==> src/rtl/xsim_msg_deframer.sv <==
// Message deframer: splits a beat stream into {chan,len} headers and payload words,
// queues payload in a first-word-fall-through FIFO. Define XSIM_DEFRAMER_ERRCNT_EN for err_count.
module xsim_msg_deframer #(
    parameter int DEPTH   = 16,
    parameter int MAX_LEN = 255
) (
    input  logic        CLK,
    input  logic        RST_N,
    input  logic        src_rdy,
    input  logic [31:0] beat,
    output logic        dst_rdy,
    output logic        out_valid,
    input  logic        out_ready,
    output logic [31:0] out_data,
    output logic [15:0] out_chan,
    output logic        out_last,
    output logic        err_pulse
`ifdef XSIM_DEFRAMER_ERRCNT_EN
    ,
    output logic [15:0] err_count
`endif
);

    localparam int AW = $clog2(DEPTH);
    localparam int CW = AW + 1;
    localparam logic [CW-1:0] DEPTH_CNT   = CW'(DEPTH);
    localparam logic [16:0]   MAX_LEN_EXT = 17'(MAX_LEN);

    typedef enum logic [1:0] {
        ST_HDR,
        ST_PAYLOAD,
        ST_DROP
    } state_t;

    typedef struct packed {
        logic [31:0] data;
        logic [15:0] chan;
        logic        last;
    } entry_t;

    state_t        state_q, state_d;
    logic [15:0]   remaining_q, remaining_d;
    logic [15:0]   chan_q, chan_d;
    logic          err_q, err_d;
    logic          ready_en_q;

    logic          accept;
    logic          push, push_last;
    logic          pop;

    entry_t        mem [DEPTH];
    entry_t        head;
    logic [AW-1:0] wr_ptr_q, rd_ptr_q;
    logic [CW-1:0] count_q;

    logic [15:0]   hdr_chan;
    logic [15:0]   hdr_len;
    logic          len_zero;
    logic          len_too_big;

    assign hdr_chan    = beat[31:16];
    assign hdr_len     = beat[15:0];
    assign len_zero    = (hdr_len == 16'd0);
    assign len_too_big = ({1'b0, hdr_len} > MAX_LEN_EXT);

    // Back-pressure only while payload is being queued; headers and dropped
    // beats never need FIFO space. Uses the pre-edge count, so a pop in the
    // same cycle does not reopen the gate until the next cycle.
    assign dst_rdy = ready_en_q &&
                     ((state_q != ST_PAYLOAD) || (count_q < DEPTH_CNT));
    assign accept  = src_rdy && dst_rdy;

    assign out_valid = (count_q != '0);
    assign pop       = out_valid && out_ready;

    // ------------------------------------------------------------------
    // Parser next-state logic
    // ------------------------------------------------------------------
    always_comb begin
        // NOTE: every output of this block gets a default first, so no path
        // leaves a variable unassigned and no latch is inferred.
        state_d     = state_q;
        remaining_d = remaining_q;
        chan_d      = chan_q;
        err_d       = 1'b0;
        push        = 1'b0;
        push_last   = 1'b0;

        if (accept) begin
            unique case (state_q)
                ST_HDR: begin
                    if (len_zero) begin
                        err_d = 1'b1;
                    end else if (len_too_big) begin
                        err_d       = 1'b1;
                        remaining_d = hdr_len;
                        state_d     = ST_DROP;
                    end else begin
                        chan_d      = hdr_chan;
                        remaining_d = hdr_len;
                        state_d     = ST_PAYLOAD;
                    end
                end
                ST_PAYLOAD: begin
                    push        = 1'b1;
                    push_last   = (remaining_q == 16'd1);
                    remaining_d = remaining_q - 16'd1;
                    if (remaining_q == 16'd1) begin
                        state_d = ST_HDR;
                    end
                end
                ST_DROP: begin
                    remaining_d = remaining_q - 16'd1;
                    if (remaining_q == 16'd1) begin
                        state_d = ST_HDR;
                    end
                end
                default: begin
                    state_d = ST_HDR;
                end
            endcase
        end
    end

    // ------------------------------------------------------------------
    // Parser state
    // ------------------------------------------------------------------
    always_ff @(posedge CLK or negedge RST_N) begin
        if (!RST_N) begin
            state_q     <= ST_HDR;
            remaining_q <= '0;
            chan_q      <= '0;
            err_q       <= 1'b0;
            ready_en_q  <= 1'b0;
        end else begin
            // NOTE: sequential state uses non-blocking assignments so every
            // flop samples pre-edge values regardless of statement order.
            state_q     <= state_d;
            remaining_q <= remaining_d;
            chan_q      <= chan_d;
            err_q       <= err_d;
            ready_en_q  <= 1'b1;
        end
    end

    assign err_pulse = err_q;

    // ------------------------------------------------------------------
    // Payload FIFO
    // ------------------------------------------------------------------
    // NOTE: the storage array has no reset; an empty FIFO gates the outputs
    // to zero instead, which gives the same reset-visible behaviour.
    always_ff @(posedge CLK) begin
        if (push) begin
            mem[wr_ptr_q] <= '{data: beat, chan: chan_q, last: push_last};
        end
    end

    always_ff @(posedge CLK or negedge RST_N) begin
        if (!RST_N) begin
            wr_ptr_q <= '0;
            rd_ptr_q <= '0;
            count_q  <= '0;
        end else begin
            if (push) begin
                wr_ptr_q <= wr_ptr_q + 1'b1;
            end
            if (pop) begin
                rd_ptr_q <= rd_ptr_q + 1'b1;
            end
            unique case ({push, pop})
                2'b10:   count_q <= count_q + 1'b1;
                2'b01:   count_q <= count_q - 1'b1;
                default: count_q <= count_q;
            endcase
        end
    end

    // Head entry is stable until popped, so outputs hold under back-pressure.
    assign head     = mem[rd_ptr_q];
    assign out_data = out_valid ? head.data : 32'd0;
    assign out_chan = out_valid ? head.chan : 16'd0;
    assign out_last = out_valid ? head.last : 1'b0;

`ifdef XSIM_DEFRAMER_ERRCNT_EN
    // Saturating count of rejected headers.
    always_ff @(posedge CLK or negedge RST_N) begin
        if (!RST_N) begin
            err_count <= '0;
        end else if (err_q && (err_count != 16'hFFFF)) begin
            err_count <= err_count + 16'd1;
        end
    end
`endif

endmodule
==> config.mk <==
export PLATFORM = sky130hd
export DESIGN_NAME = xsim_msg_deframer
export DESIGN_NICKNAME = d
export VERILOG_FILES = /design/src/rtl/xsim_msg_deframer.sv
export SDC_FILE = /design/constraint.sdc
export NUM_CORES = 1
export LEC_CHECK = 0
export BUFFER_PORTS_ARGS = -buffer_cell sky130_fd_sc_hd__clkbuf_2
export CAP_MARGIN = 30
export CELL_PAD_IN_SITES_DETAIL_PLACEMENT = 0
export CELL_PAD_IN_SITES_GLOBAL_PLACEMENT = 1
export CORE_UTILIZATION = 40
export DETAILED_ROUTE_END_ITERATION = 8
export HOLD_SLACK_MARGIN = 0.1
export PLACE_DENSITY = 0.74
export SLEW_MARGIN = 20
export SYNTH_ARGS = -nofsm -noshare
export SYNTH_HDL_FRONTEND = slang
export SYNTH_SLANG_ARGS = --single-unit
==> constraint.sdc <==
create_clock -name CLK -period 5 [get_ports CLK]
set_input_delay 0.5 -clock CLK [delete_from_list [all_inputs] [get_ports CLK]]
set_output_delay 0.5 -clock CLK [all_outputs]
set_load 0.1 [all_outputs]
==> impl_metrics.yaml, run 1 <==
place:
  dp.final_hpwl_um: 38200
  gp_congestion: 0.771
  placed_cell_area_um2: 34500
  io_buffers: 87
yosys:
  synth_area_leader_cell: "edfxtp_1"
  synth_top_area_share_pct: 72.5
  syn_inst: 1427
  avgSynthCellArea_um2: 22.8
  synth_area_leaders: "edfxtp_1 (72%), mux4_2 (17%), dfrtp_1 (3.8%), and2_1 (0.96%), mux2_2 (0.62%)"
  synth_edf_count: 784
  ys_ff_latch: 833
  syn_area_um2: 32500
  yosysWarnings: 0
  synth_nets: 1476
  synth_seq_area_share_pct: 76.2
  post_synth_num_cell_types: 59
  ys.flop_type: "edfxtp_1"
  synthArstFlopShare_pct: 5.88
cts:
  htreeDepth: 3
  cts_buffers: 82
  holdBufCountCts: 1
  cts_tree: "yes"
  cts_resized: 0
  cts.reportedPaths.clkPinSlew_ns: 0.06
  root_buffer: "clkbuf_16"
  worstSkewPairLatency_ns: 0.64
  cts_sinks: 833
  post-cts-setup-buffers: 0
  max-clock-path-buffers: 3
setup_path:
  cpPeakStageDelay_ns: 0.84
  worstPathRequired_ns: 4.50
  cp.buffers_inverters: 2
  path_max_fanout: 51
  end_kind: "primary output"
  crit_arrival_ns: 3.60
  worstSetupStartpointType: "register"
  worstSetupPathType: "register to primary output"
  path_delay_family: "multiplexers"
  worstPathCellList: "buf_12 > mux4_2 > mux4_2 > and2_1 > clkbuf_2"
  cpMostUsedCell: "mux4_2"
  crit_slowest_cell: "dfrtp_4"
floorplanning:
  dieHeight_um: 287
  rows: 104
  die_area_um2: 82400
  start_util_pct: 40.4
  core_area_um2: 80400
  die_width_um: 287
  io_pins: 88
timing:
  worst_pin_slew_ns: 0.904
  period_minus_slack_ns: 4.10
  finalCritPeriodShare_pct: 82.1
  rsz0062_at_grt: "no"
  worst_hold_slack_ns: 0.320
  max-slew-margin-rel_pct: 39.7
  setup_viol: 0
  tns_ns: 0
  slew_violations: 0
  clock_skew_ns: 0.0209
  hold_viol: 0
  max_freq_ghz: 0.244
final_layout:
  fin_util_pct: 46.4
  design_area_um2: 37300
  drive_above_1_share_pct: 33.2
  num-nets-final: 1620
  area_growth_pct: 14.8
pwr:
  p_leak_nw: 11.6
  totalPowerFinal_mw: 22.0
  p_per_area_nw_per_um2: 591
  vdd_drop_max_mv: 0.503
global_routing:
  grt_pass1_wl_um: 106000
  grt_usage_pct: 17.8
  antenna_found_initial: 1
  grt-ovfl-total: 0
  grt_pass1_vias: 15900
  grt_max_degree: 62
detailed_routing:
  drc: 0
  drt_pass1_iterations: 5
  wl_per_cell_um: 26.6
  drt-initial-drc-count: 1555
  ant_nets: 0
  wl_um: 71900
  vias_per_cell: 5.65
  vias: 15200
job:
  maxCapViolations: 0
run_status:
  status: "completed"
worst_hold_path:
  min_path_type: "input port to register"
[report_power, final]
part	switching [mW]	internal [mW]
sequential	0.473	7.72
combinational	4.90	2.58
clock	2.61	3.75
[metrics by stage]
step                worst slack, ns  std cells
detailed placement             1.48       2545
global route                  0.699       2696
global placement               1.46       2544
finish                        0.896       2697
CTS                           0.796       2695
floorplan                      1.07       1427
[final timing paths]
path                                     start              to  slack (ns)  depth (start not counted)
worst max-delay path               rd_ptr_q[0]     out_chan[2]        0.90                          5
worst min-delay path                  beat[25]      mem[3][42]        0.32                          1
worst max register to register      count_q[1]      count_q[4]        2.01                         11
worst min register to register  remaining_q[1]  remaining_q[1]        0.51                          2
max in group asynchronous                RST_N     rd_ptr_q[2]        3.54                          3
min in group asynchronous                RST_N      count_q[0]        0.45                          2
[cell usage after synthesis (3+ instances only)]
cell / n
nand2b_1: 4
buf_1: 6
ha_1: 13
nand4_1: 5
o21ai_0: 9
o21a_1: 3
nor3_1: 10
edfxtp_1: 784
mux4_2: 245
and2_1: 50
a31oi_1: 3
xor2_1: 6
nand2_1: 24
a21oi_1: 13
clkbuf_1: 44
o2111ai_1: 4
nor4_1: 7
buf_2: 11
nor2_1: 28
a21o_1: 3
xnor2_1: 6
buf_6: 14
mux2_2: 18
inv_1: 16
dfrtp_1: 49
nand3_1: 5
a221oi_1: 4
o21ai_1: 5
[metal layers]
metal  global-route usage [%]  part of all wire, %
met5                        0                    0
met2                     28.8                   49
met1                     25.1                   42
met3                     2.95                  6.8
met4                     4.59                  1.9
[registers in the layout, indices dropped and copies added (netlist names)]
signal       cells
mem            784
chan_q          16
remaining_q     16
count_q          5
rd_ptr_q         4
wr_ptr_q         4
state_q          2
err_pulse        1
ready_en_q       1
[cells by family after synthesis]
kind of cell	count (synthesis)	share of synthesized area, %
AO/OA/AOI/OAI	67	1.46
XOR/XNOR	12	0.324
adder cells (fa/ha/maj)	13	0.501
buffers and inverters	92	1.44
flip-flops	833	76.2
multiplexers	265	17.7
other	1	0.0115
AND/OR/NAND/NOR	144	2.35
[placed cells by master (no fill, tap or decap), types with 5 or more instances in the layout]
cell type	n
clkbuf_1	18
mux4_2	245
o21ai_1	5
nand3_1	5
buf_4	35
xor2_1	6
nor3_1	6
dfrtp_1	45
nor2_4	12
nor4_1	7
and2_1	50
inv_1	16
mux2_2	18
nand4_1	5
clkbuf_2	87
nor2_1	16
clkinv_2	11
ha_1	13
nand2_1	23
clkinv_1	13
a21oi_1	13
bufinv_16	13
buf_12	11
o21ai_0	9
clkbuf_16	82
edfxtp_1	784
xnor2_1	6
[layout make-up]
type                       instances  area [um^2]
sequential                       833        24800
antenna                            1         2.50
fill                            6588        43100
inverter                          16         60.1
clock inverter                    47          643
tap                             1060         1330
clock buffer                     102         2150
multi-input combinational        502         7390
timing repair buffer             136          945
[worst register-to-register path, stage by stage, from the launching register on]
cell and delay [ns]:
dfrtp_1 0.48, nor3_1 0.10, nand2_2 0.08, and2_0 0.45
ha_1 0.48, xor2_1 0.20, ha_1 0.20, a21boi_0 0.22
o221ai_1 0.18, a21o_1 0.20, a21oi_1 0.17, xor2_1 0.17
No activity file was read; power rests on OpenSTA's default activity.
==> run 2: changes to the inputs <==
--- a/config.mk
+++ b/config.mk
@@ -5,6 +5,7 @@
 export SDC_FILE = /design/constraint.sdc
 export NUM_CORES = 1
 export LEC_CHECK = 0
+export ABC_AREA = 1
 export BUFFER_PORTS_ARGS = -buffer_cell sky130_fd_sc_hd__clkbuf_2
 export CAP_MARGIN = 30
 export CELL_PAD_IN_SITES_DETAIL_PLACEMENT = 0
@@ -12,7 +13,7 @@
 export CORE_UTILIZATION = 40
 export DETAILED_ROUTE_END_ITERATION = 8
 export HOLD_SLACK_MARGIN = 0.1
-export PLACE_DENSITY = 0.74
+export PLACE_DENSITY = 0.78
 export SLEW_MARGIN = 20
 export SYNTH_ARGS = -nofsm -noshare
 export SYNTH_HDL_FRONTEND = slang
==> constraint.sdc (replaced) <==
create_clock -name CLK -period 3.3 [get_ports CLK]
set_input_delay 0.33 -clock CLK [delete_from_list [all_inputs] [get_ports CLK]]
set_output_delay 0.33 -clock CLK [all_outputs]
set_load 0.1 [all_outputs]
==> run 2 against run 1 <==
  * Combinational power grew to 2.5 times the previous value
  * Non-clock buffer count grew 38
  * Largest power group is now combinational cells
  * Clock power grew 53%
  * Utilization grew 0.89 points
==> impl_metrics.yaml, run 2 <==
run_status:
  status: "completed"
worst_hold_path:
  min_path_type: "input port to register"
  hold_start: "beat[28]"
cts:
  worstSkewPairLatency_ns: 0.63
  root_buffer: "clkbuf_16"
  cts_sinks: 833
  cts_tree: "yes"
  cts_buffers: 82
  max-clock-path-buffers: 3
  htreeDepth: 3
  cts.reportedPaths.clkPinSlew_ns: 0.06
timing:
  clock_skew_ns: 0.0295
  setup_viol: 0
  hold_viol: 0
  rsz0062_at_grt: "yes"
  max-slew-margin-rel_pct: 46.9
  period_minus_slack_ns: 3.17
  worst_hold_slack_ns: 0.155
  slew_violations: 0
  finalCritPeriodShare_pct: 96.0
  max_freq_ghz: 0.316
  worst_pin_slew_ns: 0.797
final_layout:
  drive_above_1_share_pct: 11.9
  multi_input_area_um2: 8560
  fill_cells: 7540
  final_common_cell: "edfxtp_1"
  largest_reg_flops: 784
  layout_common_cells: "edfxtp_1 (784), nor2_1 (778), nand2_1 (301)"
  num-nets-final: 3146
  top_register: "mem"
  stdcell_count: 4310
  antennaDiodeCount: 0
  reg.largest.list: "mem: 784 flops, chan_q: 16 flops, remaining_q: 16 flops"
  area_growth_pct: 16.9
  fin_util_pct: 47.3
  regArea_um2: 24800
place:
  place_inst: 4151
  io_buffers: 87
  gp_congestion: 0.794
  dp.final_hpwl_um: 46400
pwr:
  vdd_drop_max_mv: 0.908
  p_per_area_nw_per_um2: 1010
  p_leak_nw: 14.6
floorplanning:
  start_util_pct: 40.4
  dieHeight_um: 296
  core_area_um2: 85300
  die_width_um: 296
  io_pins: 88
  die_area_um2: 87400
  rows: 107
yosys:
  avgSynthCellArea_um2: 11.4
  synth_area_leaders: "edfxtp_1 (68%), nor2_1 (8.6%), nand3_1 (4.3%), dfrtp_1 (3.6%), nand2_1 (3.3%)"
  synthArstFlopShare_pct: 5.88
  synth_top_area_share_pct: 68.3
  synth_seq_area_share_pct: 71.8
  synth_edf_count: 784
  ys_ff_latch: 833
  ys_top_cells_by_count: "nor2_1 (794), edfxtp_1 (784), nand2_1 (301)"
  syn_inst: 3014
  synth_nets: 3063
  ys.flop_type: "edfxtp_1"
  synth_area_leader_cell: "edfxtp_1"
  synth_most_common_cell: "nor2_1"
  syn_area_um2: 34500
  yosysWarnings: 0
  post_synth_num_cell_types: 34
setup_path:
  end_kind: "primary output"
  cp.buffers_inverters: 2
  crit_arrival_ns: 2.84
  path_delay_family: "buffers and inverters"
  worstSetupPathType: "register to primary output"
  crit_slowest_cell: "dfrtp_2"
  cp-startpoint: "rd_ptr_q[3]"
  regToRegStartpoint: "state_q[0]"
  worstSetupStartpointType: "register"
  cpPeakStageDelay_ns: 0.79
  worstPathCellList: "buf_4 > nand3_1 > a21oi_2 > buf_12"
  worstPathRequired_ns: 2.97
  path_max_fanout: 31
detailed_routing:
  ant_nets: 0
  drt-initial-drc-count: 1693
  vias: 22200
  drt_pass1_iterations: 5
  wl_per_cell_um: 19.8
  wl_um: 85300
  vias_per_cell: 5.16
  drc: 0
global_routing:
  grt_pass1_vias: 21000
  grt_usage_pct: 19.5
  grt_pass1_wl_um: 129000
  grt-ovfl-total: 0
  grt_max_degree: 110
  antenna_found_initial: 0
job:
  maxCapViolations: 0
==> run 2: layer usage <==
metal  up-vias  wire length [um]  GRT usage (%)
met5         -                 0              0
met4         0              1460           5.00
met3        91              4490           2.56
met2       613             41700           32.8
met1     10900             37600           26.7
li1      10600                 -              -
==> run 2: final timing paths <==
| kind | end | slack (ns) | cells after the start |
|---|---|---|---|
| max reg2reg | mem[12][16] | 0.60 | 10 |
| max in group asynchronous | rd_ptr_q[1] | 2.67 | 3 |
| min in group asynchronous | count_q[0] | 0.27 | 3 |
| min | mem[7][45] | 0.16 | 1 |
| min reg2reg | state_q[1] | 0.50 | 2 |
| max | out_data[14] | 0.13 | 4 |
==> run 2: logic make-up (layout without fill, tap and decap cells) <==
kind of cell	after synthesis	after routing	synth area share (%)
AO/OA/AOI/OAI	456	456	6.87
AND/OR/NAND/NOR	1404	1404	16.5
other	1	1	0.0109
adder cells (fa/ha/maj)	13	13	0.472
XOR/XNOR	9	9	0.229
flip-flops	833	833	71.8
buffers and inverters	298	450	4.06
==> run 2: per-stage QoR <==
stage          area, um^2  worst slack [ns]  TNS [ns]  power [mW]
6_report            40300             0.132         0        40.7
4_1_cts             40200            0.0652         0        40.9
3_3_place_gp        37400             0.646         0        31.1
3_5_place_dp        37400             0.633         0        31.2
5_1_grt             40300          -0.00219  -0.00219        42.6
2_1_floorplan       34700            -0.320     -4.27        24.9
==> run 2: what timing repair did <==
item,4_1_cts,5_1_grt
hold buffers,2,0
setup buffers,1,2
gates cloned,0,1
endpoints found under the setup margin,6,20
gates resized for setup,5,7
hold endpoints to repair,50,0
==> run 2: power breakdown <==
group / switching, mW / total [mW] / leakage [nW] / internal (mW)
Clock: 4.00 / 9.71 / 1.38 / 5.71
Combinational: 12.9 / 19.0 / 5.24 / 6.09
Sequential: 0.313 / 12.0 / 7.99 / 11.7
==> run 2: final cells by class <==
type	instances	share of cell area, %
Inverter	123	1.22
Timing Repair Buffer	174	5.48
Sequential cell	833	61.5
Clock buffer	98	5.42
Multi-Input combinational cell	1883	21.2
Clock inverter	55	1.61
Tap cell	1144	3.55
==> run 3: changes to the inputs <==
--- a/config.mk
+++ b/config.mk
@@ -6,15 +6,16 @@
 export NUM_CORES = 1
 export LEC_CHECK = 0
 export ABC_AREA = 1
-export BUFFER_PORTS_ARGS = -buffer_cell sky130_fd_sc_hd__clkbuf_2
 export CAP_MARGIN = 30
 export CELL_PAD_IN_SITES_DETAIL_PLACEMENT = 0
 export CELL_PAD_IN_SITES_GLOBAL_PLACEMENT = 1
 export CORE_UTILIZATION = 40
 export DETAILED_ROUTE_END_ITERATION = 8
+export DONT_BUFFER_PORTS = 1
 export HOLD_SLACK_MARGIN = 0.1
-export PLACE_DENSITY = 0.78
+export PLACE_DENSITY = 0.77
 export SLEW_MARGIN = 20
 export SYNTH_ARGS = -nofsm -noshare
 export SYNTH_HDL_FRONTEND = slang
 export SYNTH_SLANG_ARGS = --single-unit
+export TNS_END_PERCENT = 10
==> run 3 against run 2 <==
  * First-iteration DRC count is 18% higher
  * Cell count stayed put
  * Combinational power hardly changed
  * Sequential cell count stayed put
  * Clock power is 1% lower
  * Cell area is 0.63% higher
  * Setup slack worse by 0.040 ns
  * Register-to-register slack worse by 0.02 ns
  * Utilization is 0.30 points higher
  * Largest cell class unchanged
==> impl_metrics.yaml, run 3 (synthesis results as in run 2) <==
setup_path:
  cp.buffers_inverters: 3
  worstSetupStartpointType: "register"
  path_delay_family: "buffers and inverters"
  regToRegStartpoint: "state_q[0]"
  worstPathCellList: "nor2_1 > nand3_1 > inv_4 > buf_4 > a21oi_2 > buf_12"
  cp-startpoint: "count_q[0]"
  worstSetupPathType: "register to primary output"
  crit_arrival_ns: 2.88
  path_max_fanout: 39
  crit_slowest_cell: "inv_4"
  worstPathRequired_ns: 2.97
  cpPeakStageDelay_ns: 0.77
  end_kind: "primary output"
detailed_routing:
  vias_per_cell: 5.23
  wl_um: 90300
  wl_per_cell_um: 21.0
  drt_pass1_iterations: 5
  drc: 0
  vias: 22600
  ant_nets: 0
  drt-initial-drc-count: 1992
final_layout:
  regArea_um2: 24800
  drive_above_1_share_pct: 10.6
  final_common_cell: "edfxtp_1"
  reg.largest.list: "mem: 784 flops, chan_q: 16 flops, remaining_q: 16 flops"
  fin_util_pct: 47.6
  fill_cells: 7489
  top_register: "mem"
  area_growth_pct: 17.7
  multi_input_area_um2: 8620
  layout_common_cells: "edfxtp_1 (784), nor2_1 (778), nand2_1 (301)"
  largest_reg_flops: 784
  num-nets-final: 3143
cts:
  cts_sinks: 833
  htreeDepth: 3
  cts_buffers: 86
  cts.reportedPaths.clkPinSlew_ns: 0.06
  root_buffer: "clkbuf_16"
  max-clock-path-buffers: 3
  cts_tree: "yes"
  worstSkewPairLatency_ns: 0.66
place:
  gp_congestion: 0.779
  io_buffers: 0
  dp.final_hpwl_um: 46800
  dp_slack_ns: 0.579
floorplanning:
  start_util_pct: 40.4
  core_area_um2: 85300
  io_pins: 88
  die_area_um2: 87400
  rows: 107
  die_width_um: 296
  dieHeight_um: 296
timing:
  tns_ns: 0
  setup_ws_ns: 0.0916
  hold_viol: 0
  max-slew-margin-rel_pct: 32.1
  slew_violations: 0
  worst_pin_slew_ns: 1.02
  finalCritPeriodShare_pct: 97.2
  max_freq_ghz: 0.312
  period_minus_slack_ns: 3.21
  rsz0062_at_grt: "yes"
  clock_skew_ns: 0.0421
  worst_hold_slack_ns: 0.210
  setup_viol: 0
global_routing:
  grt_pass1_wl_um: 135000
  grt_pass1_vias: 21600
  antenna_found_initial: 8
  grt_usage_pct: 20.7
  grt_max_degree: 123
  grt-ovfl-total: 0
pwr:
  p_leak_nw: 14.6
  p_per_area_nw_per_um2: 1010
  totalPowerFinal_mw: 40.8
  vdd_drop_max_mv: 0.951
job:
  maxCapViolations: 0
run_status:
  status: "completed"
worst_hold_path:
  min_path_type: "input port to async pin"
-- run 3: path summary, 6_finish.rpt --
path	to	slack [ns]	depth (start not counted)
worst max-delay path	out_data[31]	0.09	6
worst min-delay path	err_pulse	0.21	2
worst max register to register	mem[10][48]	0.58	10
worst min register to register	state_q[1]	0.51	2
max in group asynchronous	rd_ptr_q[2]	2.80	2
min in group CLK	rd_ptr_q[0]	0.47	3
-- run 3: layer usage --
layer / up-vias / GRT usage, % / share of wire, %
li1: 10600 / - / -
met1: 11100 / 27.8 / 43
met2: 670 / 34.5 / 48
met3: 121 / 3.74 / 6.5
met4: 16 / 5.52 / 1.8
met5: - / 0 / 0.11
-- run 3: repair_timing --
item | CTS | global route
hold endpoints to repair | 598 | 0
gates cloned | 0 | 1
endpoints found under the setup margin | 23 | 22
setup buffers | 1 | 4
hold buffers | 36 | 0
gates resized for setup | 0 | 4
-- run 3: stage by stage --
step | std cells | area, um^2
floorplan | 3014 | 34500
global placement | 4108 | 37300
detailed placement | 4108 | 37300
CTS | 4304 | 40500
global route | 4309 | 40600
finish | 4310 | 40600
-- run 3: cell type report --
| type | count | area share [%] |
|---|---|---|
| well taps | 1144 | 3.53 |
| flip-flops and latches | 833 | 61.1 |
| clock inverters | 39 | 1.03 |
| multi-input cells | 1883 | 21.2 |
| clock buffers | 120 | 5.87 |
| inverters | 123 | 1.20 |
| repair buffers | 167 | 6.01 |
| diodes | 1 | 0.00617 |
-- run 3: where the power goes --
group	internal [mW]	switching [mW]
combinational	6.16	13.1
sequential	11.7	0.272
clock	5.55	4.03
